[src/rtl/cpu_pipe.sv]
// Three-stage register-register CPU core: IR latch, read/execute with WB forwarding, writeback.
// Includes a preload port, a debug register read port and a retired-instruction counter.
`timescale 1ns/1ps
module cpu_pipe #(
    parameter int d_width   = 32,
    parameter int reg_ct    = 32,
    parameter int raddr_sz  = $clog2(reg_ct),
    parameter int op_width  = 3,
    parameter int ins_width = op_width + 3*raddr_sz,
    parameter int cnt_width = 32
) (
    input  logic                 clk,
    input  logic                 rst_n,
    input  logic                 ins_valid,
    output logic                 ins_ready,
    input  logic [ins_width-1:0] ins,
    input  logic                 ld_en,
    input  logic [raddr_sz-1:0]  ld_addr,
    input  logic [d_width-1:0]   ld_data,
    output logic                 wb_valid,
    output logic [raddr_sz-1:0]  wb_addr,
    output logic [d_width-1:0]   wb_data,
    input  logic [raddr_sz-1:0]  dbg_addr,
    output logic [d_width-1:0]   dbg_data,
    output logic [cnt_width-1:0] retired
);

    typedef enum logic [2:0] {
        OP_ADD  = 3'b000,
        OP_AND  = 3'b001,
        OP_NAND = 3'b010,
        OP_OR   = 3'b011,
        OP_XOR  = 3'b100,
        OP_SGT  = 3'b101,
        OP_SLL  = 3'b110,
        OP_SRL  = 3'b111
    } op_e;

    logic [ins_width-1:0] ir_q, ir_d;
    logic                 ir_valid_q, ir_valid_d;
    logic                 wb_valid_q, wb_valid_d;
    logic [raddr_sz-1:0]  wb_addr_q, wb_addr_d;
    logic [d_width-1:0]   wb_data_q, wb_data_d;
    logic [cnt_width-1:0] retired_q, retired_d;
    logic [d_width-1:0]   regs_q [reg_ct];
    logic [d_width-1:0]   regs_d [reg_ct];

    op_e                  ir_op;
    logic [raddr_sz-1:0]  ir_rd, ir_rs1, ir_rs2;
    logic [d_width-1:0]   opa, opb, alu_res;

    assign ins_ready = rst_n;

    assign ir_op  = op_e'(ir_q[ins_width-1 -: op_width]);
    assign ir_rd  = ir_q[3*raddr_sz-1 -: raddr_sz];
    assign ir_rs1 = ir_q[2*raddr_sz-1 -: raddr_sz];
    assign ir_rs2 = ir_q[raddr_sz-1:0];

    // Only the WB result is forwarded; a same-cycle preload is not visible to S2.
    assign opa = (wb_valid_q && (wb_addr_q == ir_rs1)) ? wb_data_q : regs_q[ir_rs1];
    assign opb = (wb_valid_q && (wb_addr_q == ir_rs2)) ? wb_data_q : regs_q[ir_rs2];

    always_comb begin
        alu_res = '0;
        case (ir_op)
            OP_ADD:  alu_res = opa + opb;
            OP_AND:  alu_res = opa & opb;
            OP_NAND: alu_res = ~(opa & opb);
            OP_OR:   alu_res = opa | opb;
            OP_XOR:  alu_res = opa ^ opb;
            OP_SGT:  alu_res = d_width'(opa > opb);
            OP_SLL:  alu_res = (int'(ir_rs2) >= d_width) ? '0 : (opa << ir_rs2);
            OP_SRL:  alu_res = (int'(ir_rs2) >= d_width) ? '0 : (opa >> ir_rs2);
            default: alu_res = '0;
        endcase
    end

    always_comb begin
        ir_d       = ir_q;
        ir_valid_d = 1'b0;
        if (ins_valid && ins_ready) begin
            ir_d       = ins;
            ir_valid_d = 1'b1;
        end
        wb_valid_d = ir_valid_q;
        wb_addr_d  = ir_rd;
        wb_data_d  = alu_res;
        retired_d  = wb_valid_q ? retired_q + 1'b1 : retired_q;
    end

    // Preload applied first so a writeback to the same register overrides it.
    always_comb begin
        for (int unsigned i = 0; i < reg_ct; i++) begin
            regs_d[i] = regs_q[i];
            if (ld_en && (int'(ld_addr) == int'(i)))
                regs_d[i] = ld_data;
            if (wb_valid_q && (int'(wb_addr_q) == int'(i)))
                regs_d[i] = wb_data_q;
        end
    end

    always_ff @(posedge clk or negedge rst_n) begin
        if (!rst_n) begin
            ir_q       <= '0;
            ir_valid_q <= 1'b0;
            wb_valid_q <= 1'b0;
            wb_addr_q  <= '0;
            wb_data_q  <= '0;
            retired_q  <= '0;
            for (int unsigned i = 0; i < reg_ct; i++)
                regs_q[i] <= '0;
        end else begin
            ir_q       <= ir_d;
            ir_valid_q <= ir_valid_d;
            wb_valid_q <= wb_valid_d;
            wb_addr_q  <= wb_addr_d;
            wb_data_q  <= wb_data_d;
            retired_q  <= retired_d;
            for (int unsigned i = 0; i < reg_ct; i++)
                regs_q[i] <= regs_d[i];
        end
    end

    assign wb_valid = wb_valid_q;
    assign wb_addr  = wb_addr_q;
    assign wb_data  = wb_data_q;
    assign retired  = retired_q;
    assign dbg_data = regs_q[dbg_addr];

endmodule
[config.mk]
export PLATFORM = sky130hd
export DESIGN_NAME = cpu_pipe
export DESIGN_NICKNAME = d
export VERILOG_FILES = /design/src/rtl/cpu_pipe.sv
export SDC_FILE = /design/constraint.sdc
export NUM_CORES = 2
export LEC_CHECK = 0
export CORE_ASPECT_RATIO = 2
export CORE_MARGIN = 3
export CORE_UTILIZATION = 34
export CTS_CLUSTER_SIZE = 40
export DETAILED_ROUTE_END_ITERATION = 12
export PLACE_DENSITY_LB_ADDON = 0.15
export SKIP_LAST_GASP = 1
export SLEW_MARGIN = 0
export SYNTH_ARGS = -nofsm -noshare
export SYNTH_HDL_FRONTEND = slang
export SYNTH_SLANG_ARGS = --single-unit
[constraint.sdc]
create_clock -name clk -period 5.5 [get_ports clk]
set_input_delay 1.1 -clock clk [delete_from_list [all_inputs] [get_ports clk]]
set_output_delay 1.1 -clock clk [all_outputs]
set_load 0.02 [all_outputs]
* Yosys cells after proc, flatten, opt, wreduce, memory -nomap -nowiden *
Index checks and enable logic that the tools add are counted.

storage, ports and cells
  flip-flop bits (word level) = 1113
  latch bits = 0
  memories kept = 0
  output and inout port bits = 103
  ROM bits = 0
  bits of input ports = 64
  bits in writable memories = 0

operators by class
  reduce and logical (&&, ||, !) cells = 102
  multiplexer cells = 77
  divide/modulo/power cells = 0
  add/sub/neg operators = 2
  order comparisons = 4
  bitwise operators = 7
  $mul = 0
  shift operators = 2
  eq/ne operators = 71

operator list
  kind                                            count
  two-way mux 32 bit                              72
  binary-select mux 32 bit (select 5 bit)         3
  one-hot mux 32 bit (8 select lines)             1
  == test 5 bit (second input constant)           32
  == test 5 x 4 -> 1 bit (second input constant)  16
  logical AND 1 bit                               67
  nonzero test 2 bit                              32
  == test 5 x 3 -> 1 bit (second input constant)  8
  adder 32 x 1 -> 32 bit (second input constant)  1
  adder 32 bit                                    1
  AND 32 bit                                      1
  > comparator 32 bit                             1
  inverter 32 bit                                 1
  bitwise OR 32 bit                               1
  left shift 32 x 5 -> 32 bit                     1
  >> shifter 32 x 5 -> 32 bit                     1
  XOR 32 bit                                      1
  == test 5 x 2 -> 1 bit (second input constant)  4
  >= comparator 6 bit (second input constant)     3
  inverter 5 -> 6 bit                             3
  == test 3 bit (second input constant)           4
  == test 5 x 1 -> 1 bit (second input constant)  2
  == test 5 bit                                   2
  logical NOT 5 bit                               2
  other kinds (4)                                 5

* Logic depth before layout (Yosys ltp) *
  depth after elaboration = 8
  mapped depth = 25
  depth with buffers taken out = 19

* Worst setup path before layout *
Ideal clock, no wire load.

  kind = flip-flop to flip-flop
  from = register ir_q[1]
  to = register wb_data_q[30] (netlist: wb_data[30])
  clock period less this slack = 5709 ps
  data arrival time = 5644 ps
  stages on the path, launching flop included = 24
  data required time = 5435 ps
  slack = -209 ps
  path buffers = 4
  library setup time = 65 ps
  cells stage by stage = dfrtp_1 > clkbuf_1 > clkbuf_1 > clkbuf_1 > buf_1 > mux4_2 > mux4_2 > nand2_1 > a21oi_1 > a21oi_1 > inv_1 > ha_1 > inv_1 > fa_1 > nor2b_1 > o31a_1 > o41a_1 > or3_1 > a31o_2 > a21oi_1 > o41ai_1 > a2111oi_0 > a41o_1 > a211o_1

on the way
  longest elaborated chain between the ends = 8
  elaborated cells between the ends (all ways) = 15
  those cells by class = add/sub: 1; eq/ne: 1; shift: 2; mux: 5; bitwise: 5; reduce/logical: 1

RTL lines
  element                                               line  text
  start, declared                                       39    logic [ins_width-1:0] ir_q, ir_d;
  start signal, assigned                                113   ir_q <= ir_d;
  branches (longest 7 deep; another with adder 32 bit)  n/a
  one-hot mux 32 bit (8 select lines) (*)               65    case (ir_op)
  named net alu_res[30]                                 50    logic [d_width-1:0] opa, opb, alu_res;
  end signal, assigned                                  117   wb_data_q <= wb_data_d;
  end, declared                                         43    logic [d_width-1:0] wb_data_q, wb_data_d;

Mark *: on every way through the listed nets, which the timed path passes. The select of a mux whose other input is x is not followed.
A chain may end at the register's enable or synchronous reset.

* Worst setup path after layout *
  from = register ir_q[7]
  to = register wb_data_q[29] (netlist: wb_data[29])

on the way
  longest elaborated chain between the ends = 8
  elaborated cells between the ends (all ways) = 15
  those cells by class = add/sub: 1; eq/ne: 1; shift: 2; mux: 5; bitwise: 5; reduce/logical: 1

RTL lines
  element                                                line  text
  inverter 5 -> 6 bit (implied by the code)              60    assign opa = (wb_valid_q && (wb_addr_q == ir_rs1)) ? wb_data_q : regs_q[ir_rs1];
  binary-select mux 32 bit (select 5 bit)                60
  two-way mux 32 bit (implied by the code) (2 in a row)  60
  two-way mux 32 bit (*)                                 60
  branches (longest 2 deep; another with adder 32 bit)   n/a
  one-hot mux 32 bit (8 select lines) (*)                65
  named net alu_res[29]                                  50

Marked as above.

==> metrics list <==
- The run finished, with violations left.
* Failing checks: setup timing
* Layout Nets: 8272
* Total core area: 0.2415 mm2
* CP cell instances: nor2b_4 -> buf_4 -> buf_4 -> a22oi_1 -> a21oi_1 -> or4_1 -> o21a_1 -> inv_1 -> ha_1 -> a31oi_1 -> nor2_1 -> a21oi_1 -> o21ai_0 -> buf_4 -> a221oi_2 -> o211ai_1 -> buf_4
- Post-synth top area share: 33.65%
- Worst-case setup margin in the final layout: -0.06174 ns
- The multi-input combinational cells in the finished layout cover a total of 0.05182 mm2.
- Hold Violations, Final: 0
* Standard-cell row count: 255
- Antenna violations before repair: 37
- Library cell with the highest instance count after synthesis: sky130_fd_sc_hd__mux2i_1
- From synthesis to final layout, the design area changed by 17.03%.
* Cell internal power dissipation: 27.53 mW
* FF/Latch Area: 0.02787 mm2
- The analysis attributes to cell leakage a power of 41.40 nW.
- Cell count after synthesis: 7999
* Buffer depth of the longest clock path: 3
- Global routing used 36.19% of the available tracks.
- The biggest area contributor in the post-synthesis netlist is sky130_fd_sc_hd__dfrtp_1.
* Total negative setup slack: -0.06174 ns
- The first routing iteration left 8737 violations.
* Cell with the largest stage delay on the worst path: sky130_fd_sc_hd__a221oi_2
* Type of element capturing the critical path: flop
* Kind of cell adding the most delay to the critical path: compound AO/OA/AOI/OAI gates
* Max-Slew Margin vs Limit: 2.709%
- The final layout contains routed wiring with a total length of 461100 um.
- Biggest cell delay along the critical path: 0.63 ns
- In the synthesized netlist the dominant register cell turns out to be sky130_fd_sc_hd__dfrtp_1.
* Setup repair after global routing missed its margin: true
* Number of pins with negative max-slew slack in the final report: 0
- Dividing the detail-routed wire length by the instance count gives 40.29 um.
- At the pin with the least slew margin, the transition time is 1.455 ns.
- Number of ports placed on the die boundary: 167
* Overflow after GRT: 0
- Pin count of the biggest net entering global routing: 153
* Clock latency reported for the late side of the worst-skew pair: 0.83 ns
- Relative contribution of combinational cells to total power: 51.3%
* Die footprint: 0.2498 mm2
- Clock-pin slew on the worst setup and hold paths: 0.08 ns
* NetSw: 22.36 mW
* CTS Buf Count: 115
- For the finished layout, the period the worst path requires is 5.562 ns.
- The cell sitting at the root of the clock tree is a sky130_fd_sc_hd__clkbuf_16.
- Across the routed clock network, the largest skew measured is 0.06329 ns.
- IO buf count: 166
* Peak Freq: 0.1798 GHz
* Sequential cell area fraction in the yosys report: 33.65%
- For the worst setup path, the data required time is 6.20 ns.
* IR Drop Worst-Case VDD: 338.0 uV
- TritonCTS built the clock tree.
- Most used cell, CP: sky130_fd_sc_hd__buf_4
- After legalization and detailed placement, the total HPWL measured 309200 um.
* Post-route antenna net violation count: 0
* Arrival time worst endpoint: 6.27 ns
* Finish-stage setup viols: 1
- CP startpoint kind: flop
* Initial Utilization: 34.27%
- The die is 354.9 um wide.
* Number of enable flip-flop cells after synthesis: 0
- Routed vias/inst: 6.532
- Cell area after synthesis: 0.08277 mm2
* Max-cap violations: 0
* Detailed-router iteration count before antenna repair: 8
* Power density over cell area: 515.1 mW/mm2
- Routability-driven placement finished with a final weighted congestion of 1.023.
* Total of flip-flops plus latches after synthesis: 1113
* Htree depth: 3
* Via count of the first global-routing pass: 74990
- Filler cell count in the final layout: 23670
- Clock group share of total power: 17.8%
- Cells fill 40.10% of the core in the end.
- Maximum fanout encountered on the critical timing path: 23
* Part of the cycle the worst path needs: 101.1%
- For this run, the number of Yosys warnings is 0.
- CTS Sinks: 1113
* Post-CTS Hold Buffers: 0
* Syn nets: 8161
* Via count: 74770
- The min-delay analysis places its worst path in the category primary input to asynchronous set/reset pin.
* Share of cells above drive strength 1: 22.79%
- Proportion of total power due to net switching: 44.82%
- For this run, design rule violations remaining after detail routing come to 0.
- Unique masters post-synth: 85
- Ranked by total cell area, the synthesized netlist is headed by sky130_fd_sc_hd__dfrtp_1, sky130_fd_sc_hd__mux4_2, sky130_fd_sc_hd__mux2i_1.
- Die height: 703.8 um
- Sorting the synthesized cells by how often they occur yields sky130_fd_sc_hd__mux2i_1, sky130_fd_sc_hd__a21oi_1, sky130_fd_sc_hd__dfrtp_1.
* Post-synth ARST share: 100.0%
- The share of total power dissipated in sequential elements is 31.0%.
- Counting both buffers and inverters, the worst setup path holds a total of 5.
- The critical path is of the flop to flop type.
* Average cell area after synthesis: 10.35 um2
- Global-route wire length before repair: 629700 um
==> cell families after synthesis <==
family                   count (synthesis)  share of synthesized area [%]
XOR/XNOR                                65                         0.6878
buffers and inverters                  991                          4.868
AO/OA/AOI/OAI                         1873                          12.91
adder cells (fa/ha/maj)                 98                          1.491
multiplexers                          2265                          38.63
AND/OR/NAND/NOR                       1594                          7.759
flip-flops                            1113                          33.65
==> final cells by class <==
| class | instances | area share, % |
|---|---|---|
| Antenna cell | 28 | 0.07234 |
| Clock buffer | 157 | 3.280 |
| Clock inverter | 56 | 0.8551 |
| Inverter | 94 | 0.3733 |
| Multi-Input combinational cell | 5895 | 53.50 |
| Sequential cell | 1113 | 28.78 |
| Tap cell | 3212 | 4.149 |
| Timing Repair Buffer | 891 | 8.993 |
==> registers in the layout, summed over array words and instances (netlist names) <==
name and flops:
regs_q 1024, ir_q 18, retired 32, wb_addr 5
wb_valid 1, ir_valid_q 1, wb_data 32
==> metal layers <==
layer,share of wire [%],wire length (um),global-route usage [%],vias up
li1,-,-,-,30050
met5,0.020,91,0,-
met4,11,51990,33.07,14
met1,33,153100,38.73,38440
met3,7.7,35440,7.594,1719
met2,48,220500,59.93,4550
==> power groups by stage <==
stage | combinational, mW | sequential (mW) | clock [mW]
CTS | 24.8 | 15.2 | 8.95
global placement | 24.4 | 15.3 | 0
detailed placement | 24.6 | 15.4 | 0
global route | 26.9 | 15.7 | 9.21
floorplan | 14.8 | 13.7 | 0
finish | 25.6 | 15.5 | 8.86
==> per-stage QoR <==
stage | worst slack (ns) | instances | total power [mW] | hold WS (ns) | cell area [um2]
after detailed placement | -0.6677 | 11180 | 39.99 | 0.3347 | 92160
after global routing | -0.03742 | 11430 | 51.82 | 0.2018 | 96810
final | -0.06174 | 11450 | 49.89 | 0.2014 | 96860
after global placement | -0.7972 | 11180 | 39.70 | 0.3363 | 92150
after CTS | 0.01073 | 11400 | 48.97 | 0.1823 | 96330
after floorplan | 0.02270 | 7999 | 28.44 | 0.3312 | 82770
==> layout by cell type (no fill, tap or decap), types with 13 or more instances in the layout <==
master	Yosys	final
sky130_fd_sc_hd__clkbuf_16	0	121
sky130_fd_sc_hd__o21ai_0	182	180
sky130_fd_sc_hd__buf_12	4	109
sky130_fd_sc_hd__clkbuf_1	692	29
sky130_fd_sc_hd__inv_1	86	85
sky130_fd_sc_hd__diode_2	0	28
sky130_fd_sc_hd__o211ai_1	19	19
sky130_fd_sc_hd__bufinv_16	0	17
sky130_fd_sc_hd__nor2_4	1	13
sky130_fd_sc_hd__xor2_1	23	23
sky130_fd_sc_hd__dfrtp_1	1113	1105
sky130_fd_sc_hd__mux2_2	59	59
sky130_fd_sc_hd__nor4_1	30	25
sky130_fd_sc_hd__a31oi_1	17	17
sky130_fd_sc_hd__a21oi_2	2	15
sky130_fd_sc_hd__nand3_1	27	26
sky130_fd_sc_hd__xnor2_1	42	42
sky130_fd_sc_hd__nand2_1	334	315
sky130_fd_sc_hd__a21o_1	13	13
sky130_fd_sc_hd__mux2i_1	1466	1465
sky130_fd_sc_hd__nor2_1	1079	1063
sky130_fd_sc_hd__o22ai_1	34	22
sky130_fd_sc_hd__mux4_2	734	734
sky130_fd_sc_hd__clkdlybuf4s50_1	0	150
sky130_fd_sc_hd__nand2_4	0	16
sky130_fd_sc_hd__nor3_1	19	15
sky130_fd_sc_hd__buf_4	24	605
sky130_fd_sc_hd__a221oi_1	20	19
sky130_fd_sc_hd__o21ai_4	0	14
sky130_fd_sc_hd__a211oi_1	29	27
sky130_fd_sc_hd__nand4_1	19	19
sky130_fd_sc_hd__ha_1	97	92
sky130_fd_sc_hd__clkinv_2	0	21
sky130_fd_sc_hd__nand2b_1	22	20
sky130_fd_sc_hd__a21oi_1	1195	1179
sky130_fd_sc_hd__a22oi_1	225	223
==> timing repair <==
item                                    4_1_cts  5_1_grt
resized for setup                            24       43
pin swaps                                     1        5
buffers inserted                              3       15
cloned                                        1        5
endpoints found under the setup margin        9        8
==> worst paths after layout <==
| kind | from | endpoint | slack (ns) | cells past startpoint |
|---|---|---|---|---|
| setup / recovery | ir_q[7] | wb_data[29] | -0.06 | 17 |
| max in group asynchronous | rst_n | regs_q[246] | 3.00 | 4 |
| min in group clk | ir_valid_q | wb_valid | 0.35 | 0 |
| setup reg to reg | ir_q[7] | wb_data[29] | -0.06 | 17 |
| hold reg to reg | ir_valid_q | wb_valid | 0.35 | 0 |
| hold / removal | rst_n | wb_data[23] | 0.20 | 1 |
Power figures use the tool's default switching activity.
